<file path="src/rtl/bus_arb_pkg.sv">
// Shared types and helpers for the arbitrated bus driver.
// Helpers are sized for the largest supported channel count (16).
package bus_arb_pkg;

    typedef enum logic {ARB_RR, ARB_FIXED} arb_mode_e;
    typedef enum logic {IDLE, OWNED} arb_state_e;

    localparam int MAX_M  = 16;
    localparam int MAX_IW = 4;

    function automatic logic [MAX_M-1:0] onehot(input logic [MAX_IW-1:0] idx);
        logic [MAX_M-1:0] v;
        v      = '0;
        v[idx] = 1'b1;
        return v;
    endfunction

    function automatic logic [4:0] popcount(input logic [MAX_M-1:0] v);
        logic [4:0] c;
        c = '0;
        for (int i = 0; i < MAX_M; i++) begin
            c = c + 5'(v[i]);
        end
        return c;
    endfunction

endpackage

</file>
<file path="src/rtl/bus_arbiter_mux_rr_pick.sv">
// Combinational winner search: first unmasked request at or after ptr, wrapping.
// Fixed-priority arbitration is the same search with ptr tied to zero.
module rr_pick #(
    parameter  int M  = 5,
    localparam int IW = $clog2(M)
) (
    input  logic [M-1:0]  req_i,
    input  logic [M-1:0]  mask_i,
    input  logic [IW-1:0] ptr_i,
    output logic [IW-1:0] win_o,
    output logic          found_o
);

    logic [M-1:0] cand;
    int           idx;

    // Scan from farthest to nearest so the nearest hit is the last assignment.
    always_comb begin
        cand    = req_i & ~mask_i;
        win_o   = '0;
        found_o = 1'b0;
        idx     = 0;
        for (int k = M - 1; k >= 0; k--) begin
            idx = int'(ptr_i) + k;
            if (idx >= M) begin
                idx = idx - M;
            end
            if (cand[idx[IW-1:0]]) begin
                win_o   = idx[IW-1:0];
                found_o = 1'b1;
            end
        end
    end

endmodule

</file>
<file path="src/rtl/bus_arbiter_mux.sv">
// Registered M-channel bus driver with request arbitration, bounded hold time
// and a saturating contention counter for debug.
module bus_arbiter_mux
    import bus_arb_pkg::*;
#(
    parameter int        N        = 16,
    parameter int        M        = 5,
    parameter arb_mode_e MODE     = ARB_RR,
    parameter int        MAX_HOLD = 8
) (
    input  logic         clk_i,
    input  logic         rst_i,
    input  logic [M-1:0] req_i,
    input  logic [N-1:0] in_i [M],
    output logic [N-1:0] out_o,
    output logic [M-1:0] grant_o,
    output logic         valid_o,
    output logic [7:0]   conflict_cnt_o
);

    localparam int IW       = $clog2(M);
    localparam int HOLD_SAT = (MAX_HOLD == 0) ? 1 : MAX_HOLD;
    localparam int HOLD_W   = $clog2(HOLD_SAT + 1);

    arb_state_e        state_q, state_d;
    logic [IW-1:0]     owner_q, owner_d;
    logic [IW-1:0]     ptr_q, ptr_d;
    logic [HOLD_W-1:0] hold_q, hold_d;
    logic [M-1:0]      grant_q, grant_d;
    logic [N-1:0]      out_q, out_d;
    logic              valid_q, valid_d;
    logic [7:0]        conf_q, conf_d;

    logic [M-1:0]      owner_oh;
    logic [M-1:0]      others;
    logic [M-1:0]      pick_mask;
    logic [IW-1:0]     pick_ptr;
    logic [IW-1:0]     win;
    logic              found;
    logic              forced;
    logic              grant_now;

    rr_pick #(.M(M)) u_pick (
        .req_i   (req_i),
        .mask_i  (pick_mask),
        .ptr_i   (pick_ptr),
        .win_o   (win),
        .found_o (found)
    );

    always_comb begin
        owner_oh  = M'(onehot(MAX_IW'(owner_q)));
        others    = req_i & ~owner_oh;
        pick_mask = (state_q == OWNED) ? owner_oh : '0;
        pick_ptr  = (MODE == ARB_FIXED) ? '0 : ptr_q;
        forced    = (MAX_HOLD != 0) && (hold_q == HOLD_W'(HOLD_SAT)) && (others != '0);
    end

    always_comb begin
        state_d   = state_q;
        owner_d   = owner_q;
        ptr_d     = ptr_q;
        hold_d    = hold_q;
        grant_now = 1'b0;

        case (state_q)
            IDLE: begin
                if (found) begin
                    grant_now = 1'b1;
                end
            end
            OWNED: begin
                if (req_i[owner_q] && !forced) begin
                    if (hold_q != HOLD_W'(HOLD_SAT)) begin
                        hold_d = hold_q + 1'b1;
                    end
                end else if (found) begin
                    // Owner is masked, so the winner is always a different channel.
                    grant_now = 1'b1;
                end else begin
                    state_d = IDLE;
                    hold_d  = '0;
                end
            end
            default: state_d = IDLE;
        endcase

        if (grant_now) begin
            state_d = OWNED;
            owner_d = win;
            hold_d  = HOLD_W'(1);
            ptr_d   = (win == IW'(M - 1)) ? '0 : win + 1'b1;
        end

        // Outputs are computed from the next-state owner so Out and Grant share an edge.
        if (state_d == OWNED) begin
            grant_d = M'(onehot(MAX_IW'(owner_d)));
            out_d   = in_i[owner_d];
            valid_d = 1'b1;
        end else begin
            grant_d = '0;
            out_d   = '0;
            valid_d = 1'b0;
        end

        conf_d = conf_q;
        if (popcount(MAX_M'(req_i)) > 5'd1 && conf_q != 8'hFF) begin
            conf_d = conf_q + 8'd1;
        end
    end

    always_ff @(posedge clk_i) begin
        if (rst_i) begin
            state_q <= IDLE;
            owner_q <= '0;
            ptr_q   <= '0;
            hold_q  <= '0;
            grant_q <= '0;
            out_q   <= '0;
            valid_q <= 1'b0;
            conf_q  <= '0;
        end else begin
            state_q <= state_d;
            owner_q <= owner_d;
            ptr_q   <= ptr_d;
            hold_q  <= hold_d;
            grant_q <= grant_d;
            out_q   <= out_d;
            valid_q <= valid_d;
            conf_q  <= conf_d;
        end
    end

    always_ff @(posedge clk_i) begin
        if (!rst_i) begin
            assert ($onehot0(grant_q));
        end
    end

    assign out_o          = out_q;
    assign grant_o        = grant_q;
    assign valid_o        = valid_q;
    assign conflict_cnt_o = conf_q;

endmodule

</file>
<file path="config.mk">
export PLATFORM = sky130hd
export DESIGN_NAME = bus_arbiter_mux
export DESIGN_NICKNAME = d
export VERILOG_FILES = /design/src/rtl/bus_arb_pkg.sv /design/src/rtl/bus_arbiter_mux_rr_pick.sv /design/src/rtl/bus_arbiter_mux.sv
export SDC_FILE = /design/constraint.sdc
export NUM_CORES = 1
export LEC_CHECK = 0
export ABC_AREA = 0
export CAP_MARGIN = 20
export CELL_PAD_IN_SITES_DETAIL_PLACEMENT = 1
export CELL_PAD_IN_SITES_GLOBAL_PLACEMENT = 1
export CORE_MARGIN = 5
export CORE_UTILIZATION = 34
export CTS_BUF_LIST = sky130_fd_sc_hd__clkbuf_16
export DETAILED_ROUTE_END_ITERATION = 6
export PLACE_DENSITY_LB_ADDON = 0.2
export SYNTH_ARGS = -nofsm -noshare
export SYNTH_HDL_FRONTEND = slang
export SYNTH_SLANG_ARGS = --single-unit
</file>
<file path="constraint.sdc">
create_clock -name clk_i -period 4.89 [get_ports clk_i]
set_clock_uncertainty 0.05 [all_clocks]
set_input_delay 1.2225 -clock clk_i [delete_from_list [all_inputs] [get_ports clk_i]]
set_output_delay 1.2225 -clock clk_i [all_outputs]
set_load 0.05 [all_outputs]
</file>
==> qor.yml <==
peakVddDrop_uv: 378.3
synthesis.area_sq_mm: 0.003480
gr-total-overflow: 0
cts_num_sinks: 40
fin_cells: 645
ys_types: 73
ios: 117
power_frac_comb_pct: 77.5
holdPathStages: 2
ant_nets: 0
pwr_density_cell_mw_per_mm2: 784.2
pwr-share-clk_pct: 9.4
end_kind: "flip-flop"
worstSetupPathType: "input port to flip-flop"
nets: 611
htreeDepth: 2
grt_pass1_wl_mm: 18.69
die_h_um: 111.2
antenna_found_initial: 0
p_leak_nw: 2.154
p_seq_share_pct: 13.1
fillers: 1208
swShare_pct: 48.41
regArea_sq_um: 800.8
drv_slew: 0
synth_ff_type: "dfxtp_1"
die_x_um: 111.2
clock_path_buffers: 2
fmaxAchievable_mhz: 229.6
dieArea_sq_mm: 0.01236
postCtsSetupRepairBufs: 0
p_int_mw: 1.985
initial_utilization_pct: 34.32
maxCapViolCount: 0
cp_slowest_cell: "clkdlybuf4s50_1"
drtIter0Drc: 109
grt_pass1_vias: 3730
layout_common_cells: "116 x clkdlybuf4s50_1, 61 x mux2i_1, 40 x dfxtp_1"
vias: 3405
r2r_slack_ns: 0.55
drc: 0
cts_resized: 0
reg2reg_depth: 15
fin_tns_setup_ns: 0
rsz0062_at_grt: "false"
worstMarginPinSlew_ns: 0.7020
period_needed_ns: 4.356
fin_crit_sh_pct: 89.07
syn_to_final_growth_pct: 41.03
cts_buffers: 5
p_total_mw: 3.848
crit_chain: "clkdlybuf4s50_1 -> nand2_1 -> or3_1 -> a21o_1 -> and4_1 -> a41oi_4 -> mux2i_4 -> buf_4 -> mux2i_1 -> mux2i_1 -> a22o_1"
wl_per_cell_um: 17.20
async_reset_ff_share_pct: 0
yosysTopAreaCellShare_pct: 23.01
status: "finished, final reports clean"
crit_arrival_ns: 4.47
cp-start-kind: "input port"
setup_viol: 0
synth_area_leaders: "dfxtp_1 23%, mux2i_1 18%, ha_1 5.0%"
final_common_cell: "clkdlybuf4s50_1"
slew_headroom_pct: 53.05
cpMostUsedCell: "mux2i_1"
hold_violations: 0
ctsHoldBuffers: 0
syn_nets: 500
clock_latency_ns: 0.28
cts_tree: "yes"
row_count: 37
dp_hpwl_mm: 9.104
root_buffer: "clkbuf_16"
synth-seq-area-share_pct: 23.01
grt.total_usage_pct: 18.00
routed_wirelength_mm: 11.09
p_switching_mw: 1.863
path_clk_slew_ns: 0.06
hp-class: "flip-flop to flip-flop"
max_stage_delay_ns: 0.59
synth-seq-cells: 40
avgSynthCellArea_sq_um: 8.765
multi_input_area_sq_mm: 0.002454
synth_edf_count: 0
yosys_warnings: 0
portBuffers: 116
dr.pass1.iters: 4
dp_cells: 637
vias_per_cell: 5.279
worstPathMaxFanout: 36
core_sq_mm: 0.01014
cp.required_ns: 5.01
synthCells: 397
synth.largest_area_cell: "dfxtp_1"
antennaDiodeCount: 0
grt_max_degree: 37
gp_congestion: 0.8480
drive_gt1_share_pct: 8.055
## per-layer routing
| metal | track usage, % | vias up | wire [um] |
|---|---|---|---|
| met4 | 5.272 | 0 | 232 |
| met1 | 20.40 | 1595 | 4511 |
| met5 | 0 | - | 0 |
| met2 | 31.08 | 100 | 5404 |
| li1 | - | 1690 | - |
| met3 | 7.205 | 20 | 944 |
## logic make-up after synthesis
logic type | after synthesis | synth area share [%]
AOI/OAI and AO/OA | 95 | 21.72
xor gates and xnor gates | 10 | 2.517
adders and majority gates | 16 | 6.185
buffers and inverters | 44 | 7.084
DFF | 40 | 23.01
muxes | 64 | 18.88
and+or+nand+nor | 128 | 20.60
## synth_stat cells, types with 3 or more instances
library cell,n
buf_6,3
a31oi_1,8
nand4_1,6
o21ai_0,9
mux2i_1,62
and2_1,6
a21oi_1,15
nor3b_1,8
a22o_1,17
xnor2_1,4
buf_2,9
or3_1,6
dfxtp_1,40
a32oi_1,4
nand2_1,24
clkbuf_1,3
nand2b_1,7
a211oi_1,4
nand3_1,11
buf_4,4
xor2_1,6
ha_1,14
nor3_1,3
o22ai_1,4
nor2b_1,8
inv_1,20
nor2_1,28
a21o_1,7
and3_1,6
## sequential cells by signal, indices dropped and copies added (netlist names)
register,count
out_o,16
conflict_cnt_o,8
grant_o,5
hold_q,4
owner_q,3
pick_ptr,3
state_q,1
## worst max-delay path: cells and delay by family
kind                   cells  cell delay [ns]
buffers and inverters      2             1.09
AO/OA/AOI/OAI              3             0.69
multiplexers               3             0.59
AND/OR/NAND/NOR            3             0.85
## final timing paths
check | to | start
hold / removal | conflict_cnt_o[7] | conflict_cnt_o[7]
setup reg to reg | pick_ptr[2] | pick_ptr[0]
hold reg to reg | conflict_cnt_o[7] | conflict_cnt_o[7]
setup / recovery | out_o[14] | req_i[1]
## power groups by stage
stage / Clock, mW / Combinational (mW) / Sequential, mW
CTS: 0.371 / 3.01 / 0.504
global placement: 0 / 2.93 / 0.506
detailed placement: 0 / 2.99 / 0.509
finish: 0.362 / 2.98 / 0.504
global route: 0.384 / 3.27 / 0.518
floorplan: 0 / 2.23 / 0.686
## cell type report
cell class              instances  area share [%]
clock inverters                 3          0.7904
well taps                     136           3.468
clock buffers                   5           2.550
inverters                      22           1.683
flip-flops and latches         40           16.32
repair buffers                126           25.19
multi-input cells             313           50.00
## stage by stage
stage / hold WS, ns / setup WS [ns] / utilization (%) / area (sq um)
after detailed placement: 0.4707 / 0.2416 / 46.79 / 4743
after global placement: 0.4359 / 0.3309 / 46.79 / 4743
after floorplan: 0.4157 / 1.002 / - / 3480
after CTS: 0.4788 / 0.4940 / 48.40 / 4907
final: 0.4732 / 0.5344 / 48.40 / 4907
after global routing: 0.5010 / 0.2099 / 48.40 / 4907
(Power assumes the default switching activity.)
